`src/rtl/pixel_out_stage_if.sv`:
```
// Video stream bundle for pixel_out_stage: the incoming pixel/sync/blank
// stream with its column count, and the registered stream leaving the stage.
interface pixel_out_stage_if;
  logic [23:0] pixel_in;
  logic        hsync_in;
  logic        vsync_in;
  logic        blank_in;
  logic [10:0] hcount;
  logic [23:0] rgb_out;
  logic        hsync_out;
  logic        vsync_out;
  logic        blank_out;

  // Source side: produces the incoming stream, consumes the output stream.
  modport master (
    output pixel_in, hsync_in, vsync_in, blank_in, hcount,
    input  rgb_out, hsync_out, vsync_out, blank_out
  );

  // Stage side: consumes the incoming stream, produces the output stream.
  modport slave (
    input  pixel_in, hsync_in, vsync_in, blank_in, hcount,
    output rgb_out, hsync_out, vsync_out, blank_out
  );
endinterface

```
`src/rtl/pixel_out_stage.sv`:
```
// pixel_out_stage: final video output stage.
//  - Two-register pixel/sync/blank pipeline; blanked pixels are forced black.
//  - Shift sequencer: counts vsync frames and emits a one-clock shft pulse
//    every FRAMES_PER_SHIFT frames, with step_count/shft_rst tracking the
//    position inside a SHIFT_STEPS-long colour cycle.
// Optional feature: define PIXEL_OUT_TESTBAR_EN to let test_mode replace the
// stage-1 pixel with 8 vertical colour bars selected by hcount[9:7].
module pixel_out_stage #(
  parameter int FRAMES_PER_SHIFT = 4,   // 1..255
  parameter int SHIFT_STEPS      = 32   // 1..256
) (
  input  logic                 clk,
  input  logic                 reset_n,
  input  logic                 enable,
  input  logic                 test_mode,
  pixel_out_stage_if.slave     vid,
  output logic                 shft,
  output logic                 shft_rst,
  output logic [7:0]           step_count
);

  localparam logic [8:0] FRAMES_TARGET = 9'(FRAMES_PER_SHIFT);
  localparam logic [7:0] LAST_STEP     = 8'(SHIFT_STEPS - 1);
  localparam logic       SHFT_RST_INIT = (SHIFT_STEPS == 1);

  typedef enum logic [1:0] {
    IDLE    = 2'd0,
    COUNT   = 2'd1,
    PULSE   = 2'd2,
    ADVANCE = 2'd3
  } state_t;

  // ---------------------------------------------------------------------------
  // Pixel path
  // ---------------------------------------------------------------------------
  logic [23:0] stage1_pixel_d;
  logic [23:0] stage1_pixel;
  logic        stage1_hsync;
  logic        stage1_vsync;
  logic        stage1_blank;

`ifdef PIXEL_OUT_TESTBAR_EN
  logic [2:0]  bar_index;
  logic [23:0] bar_pixel;
  logic        unused_hcount_bits;

  assign bar_index = vid.hcount[9:7];
  assign bar_pixel = {{8{bar_index[2]}}, {8{bar_index[1]}}, {8{bar_index[0]}}};
  assign unused_hcount_bits = ^{vid.hcount[10], vid.hcount[6:0]};

  // Colour bars override the incoming pixel; blanking still applies later.
  always_comb begin
    stage1_pixel_d = test_mode ? bar_pixel : vid.pixel_in;
  end
`else
  logic unused_testbar_inputs;

  assign unused_testbar_inputs = ^{test_mode, vid.hcount};

  // Without the test-bar feature the incoming pixel passes straight through.
  always_comb begin
    stage1_pixel_d = vid.pixel_in;
  end
`endif

  // Stage 1: capture pixel, syncs and blank together.
  // NOTE: every flop here, including pure pipeline data, is reset so the output
  // idles black/blanked with inactive syncs rather than showing stale garbage.
  always_ff @(posedge clk or negedge reset_n) begin
    if (!reset_n) begin
      stage1_pixel <= 24'h000000;
      stage1_hsync <= 1'b1;
      stage1_vsync <= 1'b1;
      stage1_blank <= 1'b1;
    end else begin
      // NOTE: non-blocking assignments so every flop samples pre-edge values.
      stage1_pixel <= stage1_pixel_d;
      stage1_hsync <= vid.hsync_in;
      stage1_vsync <= vid.vsync_in;
      stage1_blank <= vid.blank_in;
    end
  end

  // Stage 2: apply blanking and drive the registered outputs.
  always_ff @(posedge clk or negedge reset_n) begin
    if (!reset_n) begin
      vid.rgb_out   <= 24'h000000;
      vid.hsync_out <= 1'b1;
      vid.vsync_out <= 1'b1;
      vid.blank_out <= 1'b1;
    end else begin
      vid.rgb_out   <= stage1_blank ? 24'h000000 : stage1_pixel;
      vid.hsync_out <= stage1_hsync;
      vid.vsync_out <= stage1_vsync;
      vid.blank_out <= stage1_blank;
    end
  end

  // ---------------------------------------------------------------------------
  // Shift sequencer
  // ---------------------------------------------------------------------------
  state_t     state_q, state_d;
  logic [7:0] frame_cnt_q, frame_cnt_d;
  logic [7:0] step_count_d;
  logic       vsync_q;
  logic       frame_edge;
  logic [8:0] frame_sum;
  logic [7:0] frame_sum_sat;

  // One frame event per falling vsync edge, seen against the registered copy.
  assign frame_edge    = vsync_q & ~vid.vsync_in;
  assign frame_sum     = {1'b0, frame_cnt_q} + {8'd0, frame_edge};
  assign frame_sum_sat = frame_sum[8] ? 8'hFF : frame_sum[7:0];

  // Next-state, frame counter and step counter decode.
  always_comb begin
    // NOTE: defaults first so every path assigns every output; no latches.
    state_d      = state_q;
    frame_cnt_d  = frame_cnt_q;
    step_count_d = step_count;
    unique case (state_q)
      IDLE: begin
        frame_cnt_d = 8'd0;
        if (enable) state_d = COUNT;
      end
      COUNT: begin
        if (!enable) begin
          state_d     = IDLE;
          frame_cnt_d = 8'd0;
        end else if (frame_sum >= FRAMES_TARGET) begin
          // Any frames that arrived during the last PULSE/ADVANCE carry over.
          state_d     = PULSE;
          frame_cnt_d = 8'(frame_sum - FRAMES_TARGET);
        end else begin
          frame_cnt_d = frame_sum[7:0];
        end
      end
      PULSE: begin
        state_d     = ADVANCE;
        frame_cnt_d = frame_sum_sat;
      end
      ADVANCE: begin
        step_count_d = (step_count == LAST_STEP) ? 8'd0 : step_count + 8'd1;
        if (enable) begin
          state_d     = COUNT;
          frame_cnt_d = frame_sum_sat;
        end else begin
          state_d     = IDLE;
          frame_cnt_d = 8'd0;
        end
      end
      default: begin
        state_d     = IDLE;
        frame_cnt_d = 8'd0;
      end
    endcase
  end

  // Sequencer registers; shft and shft_rst come straight from flops.
  always_ff @(posedge clk or negedge reset_n) begin
    if (!reset_n) begin
      state_q     <= IDLE;
      frame_cnt_q <= 8'd0;
      step_count  <= 8'd0;
      shft        <= 1'b0;
      shft_rst    <= SHFT_RST_INIT;
      vsync_q     <= 1'b1;
    end else begin
      state_q     <= state_d;
      frame_cnt_q <= frame_cnt_d;
      step_count  <= step_count_d;
      shft        <= (state_d == PULSE);
      shft_rst    <= (step_count_d == LAST_STEP);
      vsync_q     <= vid.vsync_in;
    end
  end

endmodule

```
`src/flat_wrapper.sv`:
```
// flat-port wrapper written by rule: the top's interface ports become plain ports
module pixel_out_stage_flat 
#(
  parameter int FRAMES_PER_SHIFT = 4,            
  parameter int SHIFT_STEPS      = 32            
)
  (clk, reset_n, enable, test_mode, shft, shft_rst, step_count, vid_pixel_in, vid_hsync_in, vid_vsync_in, vid_blank_in, vid_hcount, vid_rgb_out, vid_hsync_out, vid_vsync_out, vid_blank_out);
  pixel_out_stage_if vid_i ();
  input  logic clk;
  input  logic reset_n;
  input  logic enable;
  input  logic test_mode;
  output logic shft;
  output logic shft_rst;
  output logic [7:0] step_count;
  input wire logic [$bits(vid_i.pixel_in)-1:0] vid_pixel_in;
  input wire logic [$bits(vid_i.hsync_in)-1:0] vid_hsync_in;
  input wire logic [$bits(vid_i.vsync_in)-1:0] vid_vsync_in;
  input wire logic [$bits(vid_i.blank_in)-1:0] vid_blank_in;
  input wire logic [$bits(vid_i.hcount)-1:0] vid_hcount;
  output wire logic [$bits(vid_i.rgb_out)-1:0] vid_rgb_out;
  output wire logic [$bits(vid_i.hsync_out)-1:0] vid_hsync_out;
  output wire logic [$bits(vid_i.vsync_out)-1:0] vid_vsync_out;
  output wire logic [$bits(vid_i.blank_out)-1:0] vid_blank_out;
  assign vid_i.pixel_in = vid_pixel_in;
  assign vid_i.hsync_in = vid_hsync_in;
  assign vid_i.vsync_in = vid_vsync_in;
  assign vid_i.blank_in = vid_blank_in;
  assign vid_i.hcount = vid_hcount;
  assign vid_rgb_out = vid_i.rgb_out;
  assign vid_hsync_out = vid_i.hsync_out;
  assign vid_vsync_out = vid_i.vsync_out;
  assign vid_blank_out = vid_i.blank_out;
  pixel_out_stage #(.FRAMES_PER_SHIFT(FRAMES_PER_SHIFT), .SHIFT_STEPS(SHIFT_STEPS)) u_core (.clk(clk), .reset_n(reset_n), .enable(enable), .test_mode(test_mode), .vid(vid_i), .shft(shft), .shft_rst(shft_rst), .step_count(step_count));
endmodule
```
`config.mk`:
```
export PLATFORM = sky130hd
export DESIGN_NAME = pixel_out_stage_flat
export DESIGN_NICKNAME = d
export VERILOG_FILES = /design/src/rtl/pixel_out_stage_if.sv /design/src/rtl/pixel_out_stage.sv /design/src/flat_wrapper.sv
export SDC_FILE = /design/constraint.sdc
export NUM_CORES = 1
export LEC_CHECK = 0
export CAP_MARGIN = 20
export CORE_MARGIN = 2
export CORE_UTILIZATION = 45
export CTS_CLUSTER_SIZE = 20
export DETAILED_ROUTE_END_ITERATION = 12
export DONT_BUFFER_PORTS = 1
export PLACE_DENSITY = 0.65
export REMOVE_ABC_BUFFERS = 1
export SLEW_MARGIN = 30
export SYNTH_ARGS = -nofsm -noshare
export SYNTH_HDL_FRONTEND = slang
export SYNTH_SLANG_ARGS = --single-unit
```
`constraint.sdc`:
```
create_clock -name clk -period 3.6 [get_ports clk]
set_input_delay 0.72 -clock clk [delete_from_list [all_inputs] [get_ports clk]]
set_output_delay 0.72 -clock clk [all_outputs]
set_load 0.02 [all_outputs]
```
; ---- Yosys cells after proc, flatten, opt, wreduce, memory -nomap -nowiden
; Index checks and enable logic that the tools add are counted.
[op_classes]
eq_ne = 6
n_bitwise = 2
order_cmp = 1
add_sub_neg = 3
reduce_logical = 1
n_mux = 13
[ops]
columns = cell, n
row1 = two-way mux 8 bit, 6
row2 = one-hot mux 8 bit (4 select lines), 1
row3 = two-way mux 24 bit, 1
row4 = == test 8 x 5 -> 1 bit (second input constant), 2
row5 = adder 8 x 1 -> 9 bit, 1
row6 = >= comparator 9 x 3 -> 1 bit (second input constant), 1
row7 = adder 8 x 1 -> 8 bit (second input constant), 1
row8 = one-hot mux 2 bit (4 select lines), 1
row9 = subtractor 8 x 3 -> 8 bit (second input constant), 1
row10 = == test 2 bit (second input constant), 3
row11 = two-way mux 2 bit, 3
row12 = == test 2 x 1 -> 1 bit (second input constant), 1
row13 = logical NOT 2 bit, 1
row14 = bitwise AND 1 bit, 1
row15 = two-way mux 1 bit, 1
row16 = NOT 1 bit, 1
[totals]
regBits = 74
inputBits = 42
wordCells = 39
output_inout_bits = 37

; ---- Logic depth before layout (Yosys ltp)
[logic_depth]
ltp_word = 8
mapped_depth = 9
mapped_depth_nobuf = 9

; ---- Least setup slack after synthesis
; Ideal clock, no wire load.
[synth_path]
path_type = in2reg
from = input vid_vsync_in
to = register u_core.frame_cnt_q[7]
arrival_time_ps = 2432
path_buffers = 0
setup_ps = 71
stages = 9
t_required_ps = 3529
path_slack_ps = 1098
path_cell_list = nor2b_1 -> ha_1 -> ha_1 -> xor2_1 -> ha_1 -> nor3b_1 -> a2bb2oi_1 -> a2111o_1 -> nand4_1
[synth_between]
elab_chain_cells = 7
elab_cells_between_ends = 10
classes_between = 2 x add/sub / 1 x order compare / 5 x mux / 2 x bitwise
[synth_lines]
columns = item, line
row1 = "start, declared", flat_wrapper.sv:18  ; input wire logic [$bits(vid_i.vsync_in)-1:0] vid_vsync_in;
row2 = NOT 1 bit (*), pixel_out_stage.sv:111  ; assign frame_edge = vsync_q & ~vid.vsync_in;
row3 = bitwise AND 1 bit (*), pixel_out_stage.sv:111
row4 = adder 8 x 1 -> 9 bit (*), pixel_out_stage.sv:112  ; assign frame_sum = {1'b0, frame_cnt_q} + {8'd0, frame_edge};
row5 = subtractor 8 x 3 -> 8 bit or >= comparator 9 x 3 -> 1 bit (tied branches), "pixel_out_stage.sv:133, pixel_out_stage.sv:130"
row6 = two-way mux 8 bit, pixel_out_stage.sv:130  ; end else if (frame_sum >= FRAMES_TARGET) begin
row7 = two-way mux 8 bit, pixel_out_stage.sv:127  ; if (!enable) begin
row8 = one-hot mux 8 bit (4 select lines) (*), pixel_out_stage.sv:121  ; unique case (state_q)
row9 = named net u_core.frame_cnt_d[7], pixel_out_stage.sv:103  ; logic [7:0] frame_cnt_q, frame_cnt_d;
row10 = "end signal, assigned", pixel_out_stage.sv:170  ; frame_cnt_q <= frame_cnt_d;
row11 = "end, declared", pixel_out_stage.sv:103
; The timed path passes the listed nets; every way through them passes the cells marked *.

==> impl_results.md <==
- Worst setup path category: reg2reg
- Crit path DAT: 2.84 ns
- Top cell type's share of synthesized area: 0.6071
- Largest family of logic cells by synthesized area: simple AND/OR/NAND/NOR gates
- Critical Path End Type: register
- CTS tree: built
- Sw Share: 0.3160
- Critical Path Max Stage Delay: 0.53 ns
- Area contributors post-synth: dfrtp_1 61%, nor2b_1 5.8%, dfstp_2 5.6%, ha_1 2.2%, xnor2_1 1.9%
- Total grt overflow: 0
- Main synth FF type: dfrtp_1
- CP max-delay cell: dfstp_2
- DRT Wirelength: about 4700 µm
- Num Clock Sinks: 74
- Worst skew pair latency: ~0.34 ns
- Ant. Diodes: 0
- Worst EP required: approximately 3.8 ns
- Final Max Tran Viols: 0
- Placer Congestion: about 0.83
- Adder-Cell Fraction of Synth Area: 0.02232
- Io pins: 79
- I/O Buffers: 0
- DR DRC count: 0
- YS warnings: 0
- # setup viols final: 0
- Layout cells sized above 1: 0.1379
- Worst VDD drop: ~0.32 mV
- Num CTS Buffers: 9
- Post-layout util: 0.5155
- DR vias: ~1,700
- Static leakage: approximately 0.0013 µW
- RSZ-0062 raised after global routing: false
- H-tree Lvls: 3
- Largest net degree at the start of global routing: 75
- Final antenna-violating net count: 0
- Clk buf depth: 2
- Cell variety after synth: 46
- Post-DP HPWL: between 3000 and 4000 µm
- Setup bufs post-CTS: 0
- Fmax: around 0.38 GHz
- GRT Overall Usage: 0.1415
- Psw: ~640 µW
- Sequential power share: 0.524
- Clock-pin slew on the worst setup and hold paths: ~0.08 ns
- Fillers: approximately 500
- Root Driver: clkbuf_8
- R2R setup slack: between 0.9 and 1 ns
- Starting Density: 0.4706
- Comb power frac: 0.150
- Synth Register Bits: 74
- Worst setup margin: 0.9694 ns
- Outcome: completed
- Fin crit share: 0.7307
- Fin cells: approximately 300
- DP Worst Slack: just under 0.8 ns
- 1st-iter DRT viols: 146
- Xor and xnor area share after synthesis: 0.03750
- Drt wl/cell: about 15 µm
- Post-DP Area: 0.002863 mm²
- Skew final: approximately 0.007 ns
- Final #Nets: between 200 and 300
- Via density: 5.430
- CP most frequent cell: ha_1
- Design Area, Final: around 0.0031 mm²
- Initial antenna violation count: 0
- Synth Area in Compound Gates: 0.07143
- Startpoint Class: register
- Synthesized cell area: between 0.002 and 0.003 mm²
- Post-Synth Simple-Gate Area: 0.1786
- Core Region: approximately 0.0060 mm²
- Global-route wire length before repair: a little under 8000 µm
- Most common cell in the synthesized netlist: dfrtp_1
- Rel. slew slack: 0.6328
- Seq/Total Area, Yosys: 0.6634
- Row Count: 28
- Die Width: around 83 µm
- Cts hold-fix bufs: 0
- Mux cell area share after synthesis: 0.004018
- Critical path fanouts, max: 7
- Setup TNS Final: 0 ns
- Asr flop ratio synth: 1.000
- Endpoints failing hold: 0
- Pre-antenna DRT Iters: 4
- Syn avg cell area: 12.62 µm²
- Dpl cells: ~290
- Synth Instances: 222
- Type of the worst min-delay path: in2async
- Synth area leader: dfrtp_1
- CP Cell Sequence: nor2b_1 > ha_1 > ha_1 > nand2_2 > nor4_1 > a2bb2oi_1 > a31o_2 > o221ai_1
- Clock power frac: 0.326
- Tmin final: approximately 2.6 ns
- Internal power: ~1400 µW
- Cell area power density: about 660 mW/mm²
- Vias in the first global route: 1,583
- Cts repair resizes: 0
- Die area: 0.006876 mm²
- Die H: about 83 µm
- Max cap viols: 0
- Number of flops mapped to enable cells by yosys: 0
- Worst-margin pin slew: 0.5439 ns
- Synth top cells by count: 68 x dfrtp_1, 26 x nor2b_1, 9 x a21oi_1, 9 x nor2_1
- Area Overhead vs Synth: 9.553%
## area by class of cell
type	instances	area [µm²]	area share
clock buffer	9	123.9	0.04034
clock inverter	7	83.83	0.02730
inverter	8	30.03	0.009780
multi-input combinational	134	879.6	0.2865
sequential	74	1859	0.6055
tap	75	93.84	0.03056
## power groups by stage
stage / Sequential (µW) / Combinational, µW / Clock [µW]
finish: 1050 / 303 / 657
global placement: 1070 / 289 / 0
global route: 1070 / 347 / 719
floorplan: 1050 / 245 / 0
CTS: 1050 / 299 / 684
detailed placement: 1070 / 295 / 0
## path summary, 6_finish.rpt
path,from,to,cells after the start
worst max-delay path,u_core.stage1_vsync,u_core.frame_cnt_q[6],8
worst min-delay path,reset_n,u_core.vid.rgb_out[8],0
worst max register to register,u_core.stage1_vsync,u_core.frame_cnt_q[6],8
worst min register to register,u_core.stage1_hsync,u_core.vid.hsync_out,0
max in group asynchronous,reset_n,u_core.vid.hsync_out,0
min in group clk,u_core.stage1_hsync,u_core.vid.hsync_out,0
## logic make-up (layout without fill, tap and decap cells)
group | Yosys count | count (layout)
xor gates and xnor gates | 12 | 12
DFF | 74 | 74
and+or+nand+nor | 85 | 85
adders and majority gates | 5 | 5
buffers and inverters | 14 | 24
AOI/OAI and AO/OA | 31 | 31
muxes | 1 | 1
## cell usage in the layout, fill, tap and decap left out, types with 4 or more instances in the layout
cell type	n
a21oi_1	9
clkbuf_8	9
dfrtp_1	68
dfstp_2	6
ha_1	5
inv_1	7
nand2_1	8
nand3_1	8
nand4_1	5
nor2_1	9
nor2b_1	26
nor3_1	6
nor3_2	4
o21ai_0	4
o21ai_1	5
xnor2_1	6
xor2_1	6
## metrics by stage
| stage | hold WS (ns) | total power [µW] |
|---|---|---|
| detailed placement | 0.3539 | 1367 |
| finish | 0.07025 | 2014 |
| global placement | 0.3457 | 1357 |
| CTS | 0.04167 | 2037 |
| floorplan | 0.3452 | 1293 |
| global route | 0.03165 | 2137 |
## per-layer routing
layer	up-vias	wire [µm]	share of wire	track usage
met1	819	2226	0.48	0.1992
met2	64	2098	0.45	0.1994
li1	778	-	-	-
met5	-	0	0	0
met4	0	71	0.015	0.05812
met3	6	277	0.059	0.05070
## sequential cells by signal (all words and copies together), names as in the netlist
name                  count
u_core.stage1_hsync       1
u_core.vid.blank_out      1
u_core.vid.hsync_out      1
u_core.stage1_blank       1
u_core.state_q            2
u_core.frame_cnt_q        8
u_core.vid.rgb_out       24
u_core.stage1_pixel      24
u_core.shft               1
u_core.stage1_vsync       1
u_core.step_count         8
u_core.vid.vsync_out      1
u_core.shft_rst           1
## critical path, delay by kind of cell, from the launching register on
kind,cells,cell delay [ns]
compound gates,3,0.76
fa+ha+maj,2,0.57
flops,1,0.53
simple gates,3,0.63
No activity file was read; power rests on OpenSTA's default activity.
==> variant 1, RTL diff (same flow settings) <==
The output `shft` loses its register stage (`shft` becomes a continuous assignment).
--- a/src/rtl/pixel_out_stage.sv
+++ b/src/rtl/pixel_out_stage.sv
@@ -162,18 +162,18 @@
       state_q     <= IDLE;
       frame_cnt_q <= 8'd0;
       step_count  <= 8'd0;
-      shft        <= 1'b0;
       shft_rst    <= SHFT_RST_INIT;
       vsync_q     <= 1'b1;
     end else begin
       state_q     <= state_d;
       frame_cnt_q <= frame_cnt_d;
       step_count  <= step_count_d;
-      shft        <= (state_d == PULSE);
       shft_rst    <= (step_count_d == LAST_STEP);
       vsync_q     <= vid.vsync_in;
     end
   end
 
+  assign shft = (state_d == PULSE);
+
 endmodule
 
Check against the original RTL: not equivalent (a bounded check fails within 10 cycles, from zero or initial values and one cycle with reset_n low).
==> variant 1 against the unedited design <==
Synthesized area shrank 1.1%. Total power grew 8.3%. Sequential cell count shrank 1. Worst setup slack lost 0.60 ns. Largest power group unchanged. Register-to-register slack gained 0.15 ns. Largest cell class unchanged. Wire length grew 6.3%. First-iteration DRC count shrank 36%. Design area shrank 0.53%. Highest routed layer unchanged.
==> variant 1: results (changes against the unedited design) <==
[metrics] number of multi-input combinational cells: 135 (+0.75%)
[metrics] number of inverters outside the clock class in the layout: 6 (-2)
[metrics] number of cells in the finished layout apart from fillers: 305 (-0.65%)
[metrics] count of distinct cell types in the synthesized netlist: 45 (-2.2%)
[metrics] top cells by instance count after synthesis: sky130_fd_sc_hd__dfrtp_1 (67), sky130_fd_sc_hd__nor2b_1 (25), sky130_fd_sc_hd__nor2_1 (16)
[metrics] clk_skew: 0.0105 ns (+0.00355 ns)
[metrics] final WL: 4970 um (+6.3%)
[metrics] cell types occupying the most area after synthesis: sky130_fd_sc_hd__dfrtp_1 (60%), sky130_fd_sc_hd__dfstp_2 (5.7%), sky130_fd_sc_hd__nor2b_1 (5.6%)
[metrics] post-route worst hold slack: 0.0685 ns (-0.00176 ns)
[metrics] critical path class: reg -> out
[metrics] end point of the critical path: shft
[metrics] reg-to-reg critical path endpoint: u_core.frame_cnt_q[5]
[metrics] portion of the post-synthesis area used by sequential elements: 66.2% (-0.18 points)
[metrics] count of clock buffers in the final design: 10 (+1)
[metrics] number of flip-flops and latches: 73 (-1.4%)
[metrics] filler instances: 511 (+0.20%)
[metrics] Detailed Route Iter0 Violations: 93 (-36%)
[metrics] largest voltage drop on the vdd net: 379 uV (+18%)
[metrics] Avg Synthesized Cell Area: 12.6 um2 (-0.17%)
[metrics] final estimated routing congestion in global placement: 0.908 (+8.9%)
[metrics] post-synthesis xor/xnor area fraction: 4.11% (+0.36 points)
[metrics] R2R setup slack: 1.12 ns (+0.15 ns)
[metrics] worst-path fanout max: 5 (-2)
[metrics] adder and majority cell fraction of the synthesized area: 2.26% (+0.024 points)
[metrics] footprint of the multi-input gates: 883 um2 (+0.43%)
[metrics] overall fraction of global-route tracks in use: 16.4% (+2.3 points)
[metrics] transition at the pin with the smallest max-transition slack: 0.638 ns (+0.0943 ns)
[metrics] Layout Nets: 272 (-0.73%)
[metrics] first-pass GRT wire length: 8020 um (+4.4%)
[metrics] clock buffer and inverter area fraction after layout: 7.21% (+0.45 points)
[metrics] share of final-layout standard cells stronger than drive strength 1: 13.0% (-0.75 points)
[metrics] arrival time of the worst setup path: 2.51 ns (-0.33 ns)
[metrics] routed length on met1: 2090 um (-6.0%)
[metrics] result of the run: complete, no violations
[metrics] maximum number of pins on one net before global-route repair: 74 (-1.3%)
[metrics] instance count after placement with tap cells included: 289 (-0.69%)
[metrics] Avg Vias per Cell: 5.30 (-2.4%)
[metrics] number of global-route vias before repair: 1,572 (-0.69%)
[metrics] post-synthesis compound-gate area fraction: 7.08% (-0.058 points)
[metrics] register area: 1830 um2 (-1.3%)
[variant 1: cell count changes after synthesis, sizes merged, moves of 4 or more]
cell,before,now
nor2,9,16
nand3,8,14
nor3,10,5
o21ai,9,4
and3,1,5
[variant 1: routing by layer]
metal	track usage, %	up-vias
li1	-	764
met1	21.5	774
met2	24.0	66
met3	5.54	13
met4	8.85	0
met5	0	-
[variant 1: per-stage QoR]
step,total power (W),area [um2],setup WS [ns]
global route,0.00231,3050,0.181
global placement,0.00148,2830,0.557
floorplan,0.00138,2740,0.710
detailed placement,0.00149,2830,0.557
CTS,0.00221,3050,0.343
finish,0.00218,3050,0.372
[variant 1: power breakdown]
group          leakage (nW)  internal [W]  switching (W)  total [W]
Clock                 0.103      0.000394       0.000311   0.000706
Sequential            0.906      0.000914       0.000164    0.00108
Combinational         0.341      0.000167       0.000232   0.000399
==> variant 2, RTL diff (same settings) <==
Without the edit above. `SHIFT_STEPS` is set to 32 in 2 places; all go to 16.
--- a/src/rtl/pixel_out_stage.sv
+++ b/src/rtl/pixel_out_stage.sv
@@ -7,7 +7,7 @@
 // stage-1 pixel with 8 vertical colour bars selected by hcount[9:7].
 module pixel_out_stage #(
   parameter int FRAMES_PER_SHIFT = 4,   // 1..255
-  parameter int SHIFT_STEPS      = 32   // 1..256
+  parameter int SHIFT_STEPS      = 16   // 1..256
 ) (
   input  logic                 clk,
   input  logic                 reset_n,
--- a/src/flat_wrapper.sv
+++ b/src/flat_wrapper.sv
@@ -2,7 +2,7 @@
 module pixel_out_stage_flat 
 #(
   parameter int FRAMES_PER_SHIFT = 4,            
-  parameter int SHIFT_STEPS      = 32            
+  parameter int SHIFT_STEPS      = 16            
 )
   (clk, reset_n, enable, test_mode, shft, shft_rst, step_count, vid_pixel_in, vid_hsync_in, vid_vsync_in, vid_blank_in, vid_hcount, vid_rgb_out, vid_hsync_out, vid_vsync_out, vid_blank_out);
   pixel_out_stage_if vid_i ();
Formal check against the unedited RTL: no difference found for any inputs over 10 cycles, from zero or initial values and one cycle with reset_n low; that may be too few to reach the edited logic, so the function may still have changed.
==> variant 2 against the unedited design <==
Design area hardly changed. Synthesized area is 0.67% higher. Largest cell class unchanged. Sequential cell count stayed put. Wire length is 1.2% higher. Critical path depth stayed put. Worst setup slack better by 0.030 ns. Count of clock-buffer cells in the layout is 1 higher. Total power is 3.6% lower.
==> variant 2: results (changes against the unedited design) <==
[metrics] result of the run: complete, no violations
[metrics] cell types occupying the most area after synthesis: sky130_fd_sc_hd__dfrtp_1 (60%), sky130_fd_sc_hd__nor2b_1 (6.0%), sky130_fd_sc_hd__dfstp_2 (5.6%)
[metrics] post-route worst hold slack: 0.0576 ns (-0.0127 ns)
[metrics] top cells by instance count after synthesis: sky130_fd_sc_hd__dfrtp_1 (68), sky130_fd_sc_hd__nor2b_1 (27), sky130_fd_sc_hd__nor2_1 (13)
[metrics] arrival time of the worst setup path: 2.83 ns (about the same)
[metrics] Detailed Route Iter0 Violations: 67 (-54%)
[metrics] Avg Vias per Cell: 5.21 (-4.0%)
[metrics] WL per Instance: 15.6 um (+2.2%)
[metrics] fraction of power spent switching nets: 30.0% (-1.6 points)
[metrics] clk_skew: 0.00648 ns (-0.000513 ns)
[metrics] final estimated routing congestion in global placement: 0.813 (-2.4%)
[metrics] timing-limited maximum frequency: 0.385 GHz (+1.2%)
[metrics] total vias in the final route: 1,585 (-4.9%)
[metrics] count of distinct cell types in the synthesized netlist: 42 (-8.7%)
[metrics] LEAKAGE: 1.37 nW (+2.3%)
[metrics] Critical path origin: u_core.stage1_vsync
[metrics] share of final-layout standard cells stronger than drive strength 1: 13.5% (-0.26 points)
[metrics] post-detailed-placement cell area: 2880 um2 (+0.44%)
[metrics] maximum level of the CTS H-tree: 3 (unchanged)
[metrics] filler instances: 497 (-2.5%)
[metrics] overall power consumption: 0.00194 W (-3.6%)
[metrics] pre-CTS setup slack: 0.801 ns (+0.0126 ns)
[metrics] instance count after placement with tap cells included: 288 (-1.0%)
[metrics] transition at the pin with the smallest max-transition slack: 0.748 ns (+0.204 ns)
[metrics] count of yosys warnings during synthesis: 0 (unchanged)
[metrics] portion of the post-synthesis area used by sequential elements: 65.9% (-0.44 points)
[metrics] Layout Nets: 271 (-1.1%)
[metrics] part of the total power dissipated in sequential elements: 53.0% (+0.6 points)
[metrics] Avg Synthesized Cell Area: 12.8 um2 (+1.6%)
[metrics] first-pass GRT wire length: 7930 um (+3.1%)
[metrics] signed area change from the synthesized netlist to the final layout: 8.78%
[metrics] dpl hpwl: 3140 um (-2.4%)
[metrics] overall fraction of global-route tracks in use: 15.1% (+0.92 points)
[metrics] largest voltage drop on the vdd net: 324 uV (+1.0%)
[metrics] worst-path fanout max: 5 (-2)
## variant 2: worst max-delay path, delay by kind of cell (launching register included)
kind                       cells  cell delay [ns]
AOI/OAI and AO/OA              4             1.04
adders and majority gates      2             0.60
DFF                            1             0.53
and+or+nand+nor                2             0.31
## variant 2: cells by family after synthesis
logic type	count (synthesis)	synth area share [%]
compound gates	32	8.87
xor+xnor	14	4.35
fa+ha+maj	5	2.22
buf+inv	16	2.75
flops	74	65.9
mux	1	0.399
simple gates	78	15.5
## variant 2: final cells by class
cell class,count,share of cell area (%)
inverter,8,0.978
tap,75,3.06
timing repair buffer,1,0.245
multi-input combinational,130,28.8
clock buffer,10,4.16
clock inverter,6,2.16
sequential,74,60.6
## variant 2: routing by layer
layer | vias to the layer above | wire [um] | GRT usage [%] | share of wire [%]
li1 | 750 | - | - | -
met1 | 773 | 2000 | 18.5 | 42
met2 | 49 | 2270 | 22.6 | 48
met3 | 13 | 316 | 5.27 | 6.7
met4 | 0 | 142 | 9.84 | 3.0
met5 | - | 0 | 0 | 0
